### src/rtl/blit_pkg.sv
`default_nettype none
// ---------------------------------------------------------------------------
// blit_pkg -- shared command/state types and screen defaults for the blitter
// Rev 1.0
// ---------------------------------------------------------------------------
package blit_pkg;

    localparam int BLIT_ADDR_W   = 20;
    localparam int BLIT_COORD_W  = 10;
    localparam int BLIT_PAL_W    = 2;
    localparam int BLIT_SCREEN_W = 640;
    localparam int BLIT_SCREEN_H = 480;

    typedef struct packed {
        logic [BLIT_ADDR_W-1:0]  src_addr;
        logic [BLIT_COORD_W-1:0] x;
        logic [BLIT_COORD_W-1:0] y;
        logic [BLIT_COORD_W-1:0] w;
        logic [BLIT_COORD_W-1:0] h;
        logic [BLIT_PAL_W-1:0]   palette;
        logic                    flip;
        logic                    key_en;
    } blit_cmd_t;

    typedef enum logic [2:0] {
        IDLE    = 3'd0,
        LOAD    = 3'd1,
        FETCH   = 3'd2,
        WAIT    = 3'd3,
        WRITE   = 3'd4,
        ADVANCE = 3'd5
    } blit_state_t;

endpackage
`default_nettype wire

### src/rtl/blit_cmd_fifo.sv
`default_nettype none
// ---------------------------------------------------------------------------
// blit_cmd_fifo -- show-ahead synchronous command queue with level count
// Rev 1.0
// ---------------------------------------------------------------------------
module blit_cmd_fifo
    import blit_pkg::*;
#(
    parameter int  DEPTH = 8,
    parameter type T     = blit_cmd_t
) (
    input  logic                   clk_i,
    input  logic                   rst_i,
    input  logic                   push_i,
    input  logic                   pop_i,
    input  T                       din_i,
    output T                       dout_o,
    output logic [$clog2(DEPTH):0] level_o,
    output logic                   full_o,
    output logic                   empty_o
);

    localparam int          PW       = $clog2(DEPTH);
    localparam logic [PW:0] LVL_FULL = (PW+1)'(DEPTH);

    T              mem_q [DEPTH];
    logic [PW-1:0] wr_ptr_q;
    logic [PW-1:0] rd_ptr_q;
    logic [PW:0]   level_q;
    logic          do_push;
    logic          do_pop;

    assign full_o  = (level_q == LVL_FULL);
    assign empty_o = (level_q == '0);
    assign do_pop  = pop_i && !empty_o;
    // A pop frees the head slot in the same cycle, so a full queue may still accept.
    assign do_push = push_i && (!full_o || do_pop);
    assign dout_o  = mem_q[rd_ptr_q];
    assign level_o = level_q;

    always_ff @(posedge clk_i) begin
        if (do_push) begin
            mem_q[wr_ptr_q] <= din_i;
        end
    end

    always_ff @(posedge clk_i or posedge rst_i) begin
        if (rst_i) begin
            wr_ptr_q <= '0;
            rd_ptr_q <= '0;
            level_q  <= '0;
        end else begin
            if (do_push) begin
                wr_ptr_q <= wr_ptr_q + PW'(1);
            end
            if (do_pop) begin
                rd_ptr_q <= rd_ptr_q + PW'(1);
            end
            case ({do_push, do_pop})
                2'b10:   level_q <= level_q + (PW+1)'(1);
                2'b01:   level_q <= level_q - (PW+1)'(1);
                default: level_q <= level_q;
            endcase
        end
    end

endmodule
`default_nettype wire

### src/rtl/blit_engine.sv
`default_nettype none
// ---------------------------------------------------------------------------
// blit_engine -- batched sprite blitter with colour key, h-flip and clipping
// Rev 1.0
// ---------------------------------------------------------------------------
module blit_engine
    import blit_pkg::*;
#(
    parameter int ADDR_W     = 20,
    parameter int DATA_W     = 16,
    parameter int COORD_W    = 10,
    parameter int PAL_W      = 2,
    parameter int FIFO_DEPTH = 8,
    parameter int SCREEN_W   = BLIT_SCREEN_W,
    parameter int SCREEN_H   = BLIT_SCREEN_H
) (
    input  logic                        clk_clk,
    input  logic                        reset_reset,
    input  logic                        cmd_valid,
    output logic                        cmd_ready,
    input  logic [ADDR_W-1:0]           cmd_src_addr,
    input  logic [COORD_W-1:0]          cmd_x,
    input  logic [COORD_W-1:0]          cmd_y,
    input  logic [COORD_W-1:0]          cmd_w,
    input  logic [COORD_W-1:0]          cmd_h,
    input  logic [PAL_W-1:0]            cmd_palette,
    input  logic                        cmd_flip,
    input  logic                        cmd_key_en,
    input  logic [DATA_W-1:0]           key_color,
    input  logic                        current_frame,
    output logic                        src_rd,
    output logic [ADDR_W-1:0]           src_addr,
    input  logic                        src_valid,
    input  logic [DATA_W-1:0]           src_data,
    output logic                        program_write,
    output logic [COORD_W-1:0]          program_x,
    output logic [COORD_W-1:0]          program_y,
    output logic [DATA_W-1:0]           program_data,
    output logic [PAL_W-1:0]            palette_index,
    output logic                        engine_busy,
    output logic                        engine_done,
    output logic [$clog2(FIFO_DEPTH):0] fifo_level
);

    typedef struct packed {
        logic [ADDR_W-1:0]  src_addr;
        logic [COORD_W-1:0] x;
        logic [COORD_W-1:0] y;
        logic [COORD_W-1:0] w;
        logic [COORD_W-1:0] h;
        logic [PAL_W-1:0]   palette;
        logic               flip;
        logic               key_en;
    } cmd_t;

    localparam logic [COORD_W:0]   CLIP_X = (COORD_W+1)'(SCREEN_W);
    localparam logic [COORD_W:0]   CLIP_Y = (COORD_W+1)'(SCREEN_H);
    localparam logic [COORD_W-1:0] ONE    = COORD_W'(1);

    cmd_t               cmd_in;
    cmd_t               head;
    cmd_t               cmd_q;
    blit_state_t        state_q;
    logic [COORD_W-1:0] c_q;
    logic [COORD_W-1:0] r_q;
    logic [COORD_W-1:0] px_q;
    logic [COORD_W-1:0] py_q;
    logic               clip_q;
    logic [DATA_W-1:0]  pdata_q;
    logic               src_rd_q;
    logic               wr_q;
    logic               done_q;
    logic               armed_q;
    logic               frame_q;
    logic               frame_vld_q;

    logic               fifo_push;
    logic               fifo_pop;
    logic               fifo_full;
    logic               fifo_empty;
    logic               frame_edge;
    logic               last_col;
    logic               last_row;

    logic [COORD_W-1:0] la_x;
    logic [COORD_W-1:0] la_y;
    logic [COORD_W-1:0] la_w;
    logic               la_flip;
    logic [COORD_W-1:0] la_c_d;
    logic [COORD_W-1:0] la_r_d;
    logic [COORD_W-1:0] la_col;
    logic [COORD_W:0]   la_dx_d;
    logic [COORD_W:0]   la_dy_d;
    logic               la_clip_d;

    assign cmd_in = '{src_addr: cmd_src_addr, x: cmd_x, y: cmd_y, w: cmd_w, h: cmd_h,
                      palette: cmd_palette, flip: cmd_flip, key_en: cmd_key_en};

    assign cmd_ready = !fifo_full;
    assign fifo_push = cmd_valid && cmd_ready;
    assign fifo_pop  = (state_q == LOAD);

    blit_cmd_fifo #(
        .DEPTH (FIFO_DEPTH),
        .T     (cmd_t)
    ) u_fifo (
        .clk_i   (clk_clk),
        .rst_i   (reset_reset),
        .push_i  (fifo_push),
        .pop_i   (fifo_pop),
        .din_i   (cmd_in),
        .dout_o  (head),
        .level_o (fifo_level),
        .full_o  (fifo_full),
        .empty_o (fifo_empty)
    );

    assign frame_edge = frame_vld_q && (current_frame != frame_q);
    assign last_col   = (c_q == cmd_q.w - ONE);
    assign last_row   = (r_q == cmd_q.h - ONE);

    // Destination of the pixel about to be fetched, computed one state early so
    // that src_rd can be a registered output already valid in FETCH.
    always_comb begin
        la_x    = cmd_q.x;
        la_y    = cmd_q.y;
        la_w    = cmd_q.w;
        la_flip = cmd_q.flip;
        la_c_d  = last_col ? '0 : c_q + ONE;
        la_r_d  = last_col ? r_q + ONE : r_q;
        if (state_q == LOAD) begin
            la_x    = head.x;
            la_y    = head.y;
            la_w    = head.w;
            la_flip = head.flip;
            la_c_d  = '0;
            la_r_d  = '0;
        end
        la_col    = la_flip ? (la_w - ONE - la_c_d) : la_c_d;
        la_dx_d   = {1'b0, la_x} + {1'b0, la_col};
        la_dy_d   = {1'b0, la_y} + {1'b0, la_r_d};
        la_clip_d = (la_dx_d >= CLIP_X) || (la_dy_d >= CLIP_Y);
    end

    always_ff @(posedge clk_clk or posedge reset_reset) begin
        if (reset_reset) begin
            state_q     <= IDLE;
            cmd_q       <= '0;
            c_q         <= '0;
            r_q         <= '0;
            px_q        <= '0;
            py_q        <= '0;
            clip_q      <= 1'b0;
            pdata_q     <= '0;
            src_rd_q    <= 1'b0;
            wr_q        <= 1'b0;
            done_q      <= 1'b0;
            armed_q     <= 1'b0;
            frame_q     <= 1'b0;
            frame_vld_q <= 1'b0;
        end else begin
            frame_q     <= current_frame;
            frame_vld_q <= 1'b1;
            src_rd_q    <= 1'b0;
            wr_q        <= 1'b0;
            done_q      <= 1'b0;
            if (frame_edge) begin
                armed_q <= 1'b1;
            end

            case (state_q)
                IDLE: begin
                    if (armed_q) begin
                        if (!fifo_empty) begin
                            state_q <= LOAD;
                        end else begin
                            done_q  <= 1'b1;
                            armed_q <= 1'b0;
                        end
                    end
                end
                LOAD: begin
                    cmd_q <= head;
                    c_q   <= '0;
                    r_q   <= '0;
                    if (head.w == '0 || head.h == '0) begin
                        state_q <= IDLE;
                    end else begin
                        state_q  <= FETCH;
                        clip_q   <= la_clip_d;
                        px_q     <= la_dx_d[COORD_W-1:0];
                        py_q     <= la_dy_d[COORD_W-1:0];
                        src_rd_q <= !la_clip_d;
                    end
                end
                FETCH: begin
                    state_q <= clip_q ? ADVANCE : WAIT;
                end
                WAIT: begin
                    if (src_valid) begin
                        if (cmd_q.key_en && (src_data == key_color)) begin
                            state_q <= ADVANCE;
                        end else begin
                            state_q <= WRITE;
                            wr_q    <= 1'b1;
                            pdata_q <= src_data;
                        end
                    end
                end
                WRITE: begin
                    state_q <= ADVANCE;
                end
                ADVANCE: begin
                    // Row-major walk keeps the source address a plain +1 per pixel.
                    cmd_q.src_addr <= cmd_q.src_addr + ADDR_W'(1);
                    c_q            <= la_c_d;
                    r_q            <= la_r_d;
                    if (last_col && last_row) begin
                        state_q <= IDLE;
                    end else begin
                        state_q  <= FETCH;
                        clip_q   <= la_clip_d;
                        px_q     <= la_dx_d[COORD_W-1:0];
                        py_q     <= la_dy_d[COORD_W-1:0];
                        src_rd_q <= !la_clip_d;
                    end
                end
                default: begin
                    state_q <= IDLE;
                end
            endcase
        end
    end

    assign src_rd        = src_rd_q;
    assign src_addr      = cmd_q.src_addr;
    assign program_write = wr_q;
    assign program_x     = px_q;
    assign program_y     = py_q;
    assign program_data  = pdata_q;
    assign palette_index = cmd_q.palette;
    assign engine_busy   = armed_q;
    assign engine_done   = done_q;

endmodule
`default_nettype wire
### config.mk
export PLATFORM = sky130hd
export DESIGN_NAME = blit_engine
export DESIGN_NICKNAME = d
export VERILOG_FILES = /design/src/rtl/blit_pkg.sv /design/src/rtl/blit_cmd_fifo.sv /design/src/rtl/blit_engine.sv
export SDC_FILE = /design/constraint.sdc
export NUM_CORES = 1
export LEC_CHECK = 0
export CAP_MARGIN = 20
export CELL_PAD_IN_SITES_DETAIL_PLACEMENT = 2
export CELL_PAD_IN_SITES_GLOBAL_PLACEMENT = 2
export CORE_MARGIN = 2
export CORE_UTILIZATION = 40
export DETAILED_ROUTE_END_ITERATION = 8
export PLACE_DENSITY = 0.84
export RECOVER_POWER = 25
export SLEW_MARGIN = 25
export SYNTH_ARGS = -nofsm -noshare
export SYNTH_HDL_FRONTEND = slang
export SYNTH_SLANG_ARGS = --single-unit
### constraint.sdc
create_clock -name clk_clk -period 8.9 [get_ports clk_clk]
set_input_delay 1.78 -clock clk_clk [delete_from_list [all_inputs] [get_ports clk_clk]]
set_output_delay 1.78 -clock clk_clk [all_outputs]
set_load 0.01 [all_outputs]
Yosys cells after proc, flatten, opt, wreduce, memory -nomap -nowiden:

Memory sizes are Yosys's and may differ from the RTL's.
Cells that the tools add are included.

* bits in registers: 140
* latch bits: 0
* RAM bits: 512
* ROM bits: 0
* input port bits: 101
* output and inout bits: 67
* memories: 1

* $add $sub $neg: 13
* multipliers: 0
* div/mod/pow operators: 0
* magnitude comparators: 2
* equal/unequal tests: 17
* shifts and indexed selects: 0
* mux-type cells: 45
* bitwise logic cells: 1
* reductions and logical operators: 21

Memories
* u_fifo.mem_q: words 8, width 64, rd ports 1, clocked after memory_dff 0, write ports 1, line blit_cmd_fifo.sv:26 `T mem_q [DEPTH];`

Operator list (number)
* $mux W10: 12
* $pmux W10 S2: 4
* $pmux W20 S2: 1
* $sub A10 B1 Y10 const B: 3
* $add A10 B10 Y11: 2
* $add A10 B1 Y10 const B: 2
* $add A20 B1 Y20 const B: 1
* $eq A10 B10 Y1: 2
* $logic_not A10 Y1: 2
* $mux W1: 18
* $pmux W3 S6: 1
* $eq A16 B16 Y1: 1
* $mux W3: 4
* $ge A11 B10 Y1 const B: 1
* $ge A11 B9 Y1 const B: 1
* $ne A2 B2 Y1 const B: 5
* $sub A10 B10 Y10: 1
* $reduce_and A3 Y1: 3
* $pmux W4 S2: 1
* $add A3 B1 Y3 const B: 2
* $eq A3 B2 Y1 const B: 2
* $eq A3 B3 Y1 const B: 2
* $logic_and A1 B1 Y1: 6
* $add A4 B1 Y4 const B: 1
* other kinds (14): 21

Depth between registers and ports, before layout:

* word-level depth: 12
* mapped depth: 28
* mapped depth without buffers: 27

By module:

Synthesis repeated with hierarchy kept, for this count alone.

* cells, all modules: 1793
* area, all modules: 28099.4 um2

Modules (own cells, without submodules)
* blit_cmd_fifo: instances 1, cells each 811, area an instance 19876.6 um2, seq. area each 15625.0 um2
* blit_engine: instances 1, cells each 982, area an instance 8222.9 um2, seq. area each 3253.1 um2

Least setup slack after synthesis:

Ideal clock, no wire load.

* kind: input to register
* start point: in cmd_valid
* end point: mem u_fifo.mem_q[0][0] (netlist name) (enable)
* setup time: 0.565 ns
* arrival: 6.540 ns
* required time: 8.335 ns
* setup slack: 1.795 ns
* stages on the path: 3
* path through: nand2_1 > or2_2 > nor3_1

* longest elaborated chain between the ends: 4

RTL lines
* from (decl): line blit_engine.sv:19 `input logic cmd_valid,`
* $logic_and A1 B1 Y1: line blit_engine.sv:100 `assign fifo_push = cmd_valid && cmd_ready;`
* $logic_and A1 B1 Y1: line blit_cmd_fifo.sv:37 `assign do_push = push_i && (!full_o || do_pop);`
* $mux W1: line blit_cmd_fifo.sv:42 `if (do_push) begin`
* $mux W1 (implied by the code): line blit_cmd_fifo.sv:43 `mem_q[wr_ptr_q] <= din_i;`
* to (decl): line blit_cmd_fifo.sv:26

No other way between the ends.

Worst setup path after layout:

* start point: reg cmd_q[14] (netlist name)
* end point: reg clip_q

* longest elaborated chain between the ends: 11
* elaborated cells between the ends (all ways): 21
* classes of those cells: add/sub: 5; order compare: 2; eq/ne: 2; mux: 9; reduce/logical: 3

RTL lines
* from (decl): line blit_engine.sv:62 `cmd_t cmd_q;`
* $sub A10 B1 Y10: line blit_engine.sv:119 `assign last_col = (c_q == cmd_q.w - ONE);`
* $eq A10 B10 Y1: line blit_engine.sv:119
* $mux W10: line blit_engine.sv:129 `la_c_d = last_col ? '0 : c_q + ONE;`
* $mux W10: line blit_engine.sv:131 `if (state_q == LOAD) begin`
* $sub A10 B10 Y10: line blit_engine.sv:139 `la_col = la_flip ? (la_w - ONE - la_c_d) : la_c_d;`
* $mux W10: line blit_engine.sv:139
* $add A10 B10 Y11: line blit_engine.sv:140 `la_dx_d = {1'b0, la_x} + {1'b0, la_col};`
* $ge A11 B10 Y1: line blit_engine.sv:142 `la_clip_d = (la_dx_d >= CLIP_X) || (la_dy_d >= CLIP_Y);`
* $logic_or A1 B1 Y1: line blit_engine.sv:142
* $mux W1, on equally long branches: line blit_engine.sv:218, blit_engine.sv:186
* $pmux W1 S2: line blit_engine.sv:171 `case (state_q)`
* to (signal assigned): line blit_engine.sv:190 `clip_q <= la_clip_d;`
* to (signal assigned): line blit_engine.sv:222 `clip_q <= la_clip_d;`
* to (decl): line blit_engine.sv:68 `logic clip_q;`

Parallel ways exist; a longest one is shown, timed or not. The select of a mux whose other input is x is not followed.
A chain may end at the register's enable or synchronous reset.

==> flow_summary.ini <==
[status]
outcome = complete, no violations

[clock_network]
cts.clk_slew.worst_paths_ns = 0.07
clockBufferDepth = 3
htree_levels = 3
cts_buffers = 71
clk_latency_ns = 0.63
cts_tree = done
postCtsSetupRepairBufs = 0
cts_hold_buf = 0
cts-root-buf = clkbuf_16
cts_sinks = 652
post_cts_resize_count = 0

[floorplan]
die-area_um2 = 71700
die_w_um = 268
core_region_area_um2 = 68700
start_util_pct = 40.5
rows = 96
fp.dieH_um = 268
ios = 168

[sta]
worst_pin_slew_ns = 1.07
fmax_ghz = 0.136
fin_hold_ws_ns = 0.482
post-route-min-period_ns = 7.38
rsz0062_at_grt = false
slew_violations = 0
hold_violations = 0
final.period_utilization_pct = 82.9
setup_violations = 0
maxSlewHeadroom_pct = 28.7
finalClockSkew_ns = 0.0229
tns_ns = 0

[cells_and_area]
nets = 2099
multiInputGateArea_um2 = 8410
regArea_um2 = 18900
fillers = 6338
final_cell_count_no_fill = 2947
synthToLayoutAreaGrowth_pct = 18.0
drive_gt1_share_pct = 15.2

[yosys]
synthDistinctLibCells = 65
yosys_warnings = 0
syn_inst = 1787
syn_area_per_cell_um2 = 15.6
synth_top_area_share_pct = 55.3
synthFlopType = edfxtp_1
synth-seq-area-share_pct = 67.9
netlist_area_um2 = 27800
synth_top_cell_by_area = edfxtp_1
ys_seq_elements = 652
synth_edf_count = 512
synthesis.nets = 1931
synth.area.top_cells = edfxtp_1, dfrtp_1, mux4_2
async_flop_share_pct = 21.5

[global_routing]
antenna_found_initial = 11
grt.overflow.total = 0
grt_pass1_vias = 19800
track_usage_pct = 27.6
grt_pass1_wl_mm = 142
grt_max_degree = 100

[detailed_routing]
drc = 0
drt-wirelength-per-cell_um = 33.1
dr.pass1.iters = 5
drt_wl_total_mm = 97.6
vias = 17800
routed_via_density = 6.04
drtIter0Drc = 1617
ant_nets = 0

[critical_path]
end_kind = flip-flop
critPathKind = flip-flop to flip-flop
worstSetupStartpointType = flip-flop
r2r_slack_ns = 1.52
cp.arrival_ns = 7.89
r2r_start = cmd_q[14]
critical_path.max_fanout = 11
required_ns = 9.41
crit_start = cmd_q[14]

[placed_design]
gp_congestion = 0.858
numPortBuffers = 167
dp_hpwl_mm = 58.3
placed_cells = 2812

[min_path]
min_from = program_data[1]
hp-class = flip-flop to flip-flop

[power]
power_density_nw_per_um2 = 394
peakVddDrop_uv = 248
total_power_uw = 12900
leakage_uw = 0.0114

[run]
drv_cap = 0
[report_power, final]
part	switching, µW	internal, µW
Sequential	565	3950
Clock	1280	1710
Combinational	3260	2150
Total	5100	7810
[registers in the layout (all words and copies together), names as in the netlist]
| register | flops |
|---|---|
| u_fifo.rd_ptr_q | 3 |
| engine_done | 1 |
| u_fifo.level_o | 4 |
| u_fifo.mem_q | 512 |
| frame_vld_q | 1 |
| clip_q | 1 |
| r_q | 10 |
| engine_busy | 1 |
| state_q | 3 |
| program_data | 16 |
| frame_q | 1 |
| src_addr | 20 |
| u_fifo.wr_ptr_q | 3 |
| program_y | 10 |
| program_write | 1 |
| src_rd | 1 |
| palette_index | 2 |
| program_x | 10 |
| cmd_q | 42 |
| c_q | 10 |
[cells in the mapped netlist (18+ instances only)]
cell and number:
nor2_1 85, o21ai_0 81, xnor2_1 72, dfrtp_1 140
buf_1 18, clkbuf_1 51, mux4_2 124, mux2_2 18
ha_1 39, a31oi_1 41, buf_4 22, mux2i_1 29
a21oi_1 45, xor2_1 19, nand3_1 31, edfxtp_1 512
nor3_1 29, nand2_1 204, inv_1 28
[metrics by stage]
step           worst slack [ns]  area (µm²)  util, %
6_report                   1.52       32800     47.8
5_1_grt                    1.23       32800     47.8
4_1_cts                    1.62       32800     47.7
3_5_place_dp               2.14       30500     44.4
3_3_place_gp               2.82       30500     44.3
2_1_floorplan              1.80       27800        -
[cell type report]
cell class | count | area share, %
inverters | 30 | 0.366
clock inverters | 29 | 0.785
flip-flops and latches | 652 | 57.6
clock buffers | 100 | 6.18
well taps | 931 | 3.55
multi-input cells | 1003 | 25.6
repair buffers | 197 | 5.90
diodes | 5 | 0.0381
[critical path, stage by stage (launching register included)]
cell,delay [ns]
dfrtp_1,0.46
inv_1,0.13
ha_1,0.20
nor3b_1,0.47
nor4b_1,0.38
nor3_1,0.14
nor4b_1,0.41
and4_1,0.59
nor2_1,0.24
nand2_1,0.25
ha_1,0.28
a21oi_1,0.23
o21ai_0,0.12
o211a_1,0.15
o41a_1,0.34
a31oi_1,0.26
xor2_1,0.21
nand2_1,0.10
xnor2_1,0.15
ha_1,0.38
a2111oi_0,0.58
nand2_1,0.15
a21oi_1,0.20
o31ai_1,0.13
nor4b_1,0.48
o21ba_2,0.23
[cell families after synthesis]
| logic type | count (synthesis) | synth area share (%) |
|---|---|---|
| compound gates | 235 | 5.21 |
| xor+xnor | 91 | 2.87 |
| fa+ha+maj | 43 | 2.04 |
| buf+inv | 132 | 2.17 |
| flops | 652 | 67.9 |
| mux | 180 | 12.3 |
| other cells | 1 | 0.0135 |
| simple gates | 453 | 7.53 |
[routing by layer]
layer	track usage (%)	vias to the layer above	wire length, µm
met4	13.6	6	4750
met5	0	-	32
li1	-	7168	-
met2	47.0	921	49000
met3	6.07	282	6610
met1	33.3	9426	37200
[final timing paths]
kind / end / depth (start not counted)
hold / removal: program_data[1] / 2
max in group asynchronous: u_fifo.rd_ptr_q[0] / 3
hold reg to reg: program_data[1] / 2
setup / recovery: clip_q / 25
min in group asynchronous: program_data[1] / 2
setup reg to reg: clip_q / 25
[layout by cell type, fill, tap and decap left out, drive strengths merged, types with 12 or more instances in the layout]
master and n:
a21oi 45, a31oi 41, and3 17, buf 30, clkbuf 100, clkdlybuf4s50 121, clkinv 25, dfrtp 140
dlygate4sd3 46, edfxtp 512, ha 39, inv 30, mux2 27, mux2i 29, mux4 124, nand2 204
nand3 31, nand4 12, nor2 86, nor2b 16, nor3 29, o21ai 81, xnor2 72, xor2 19
Note: power is estimated with default switching activity, not from simulation.
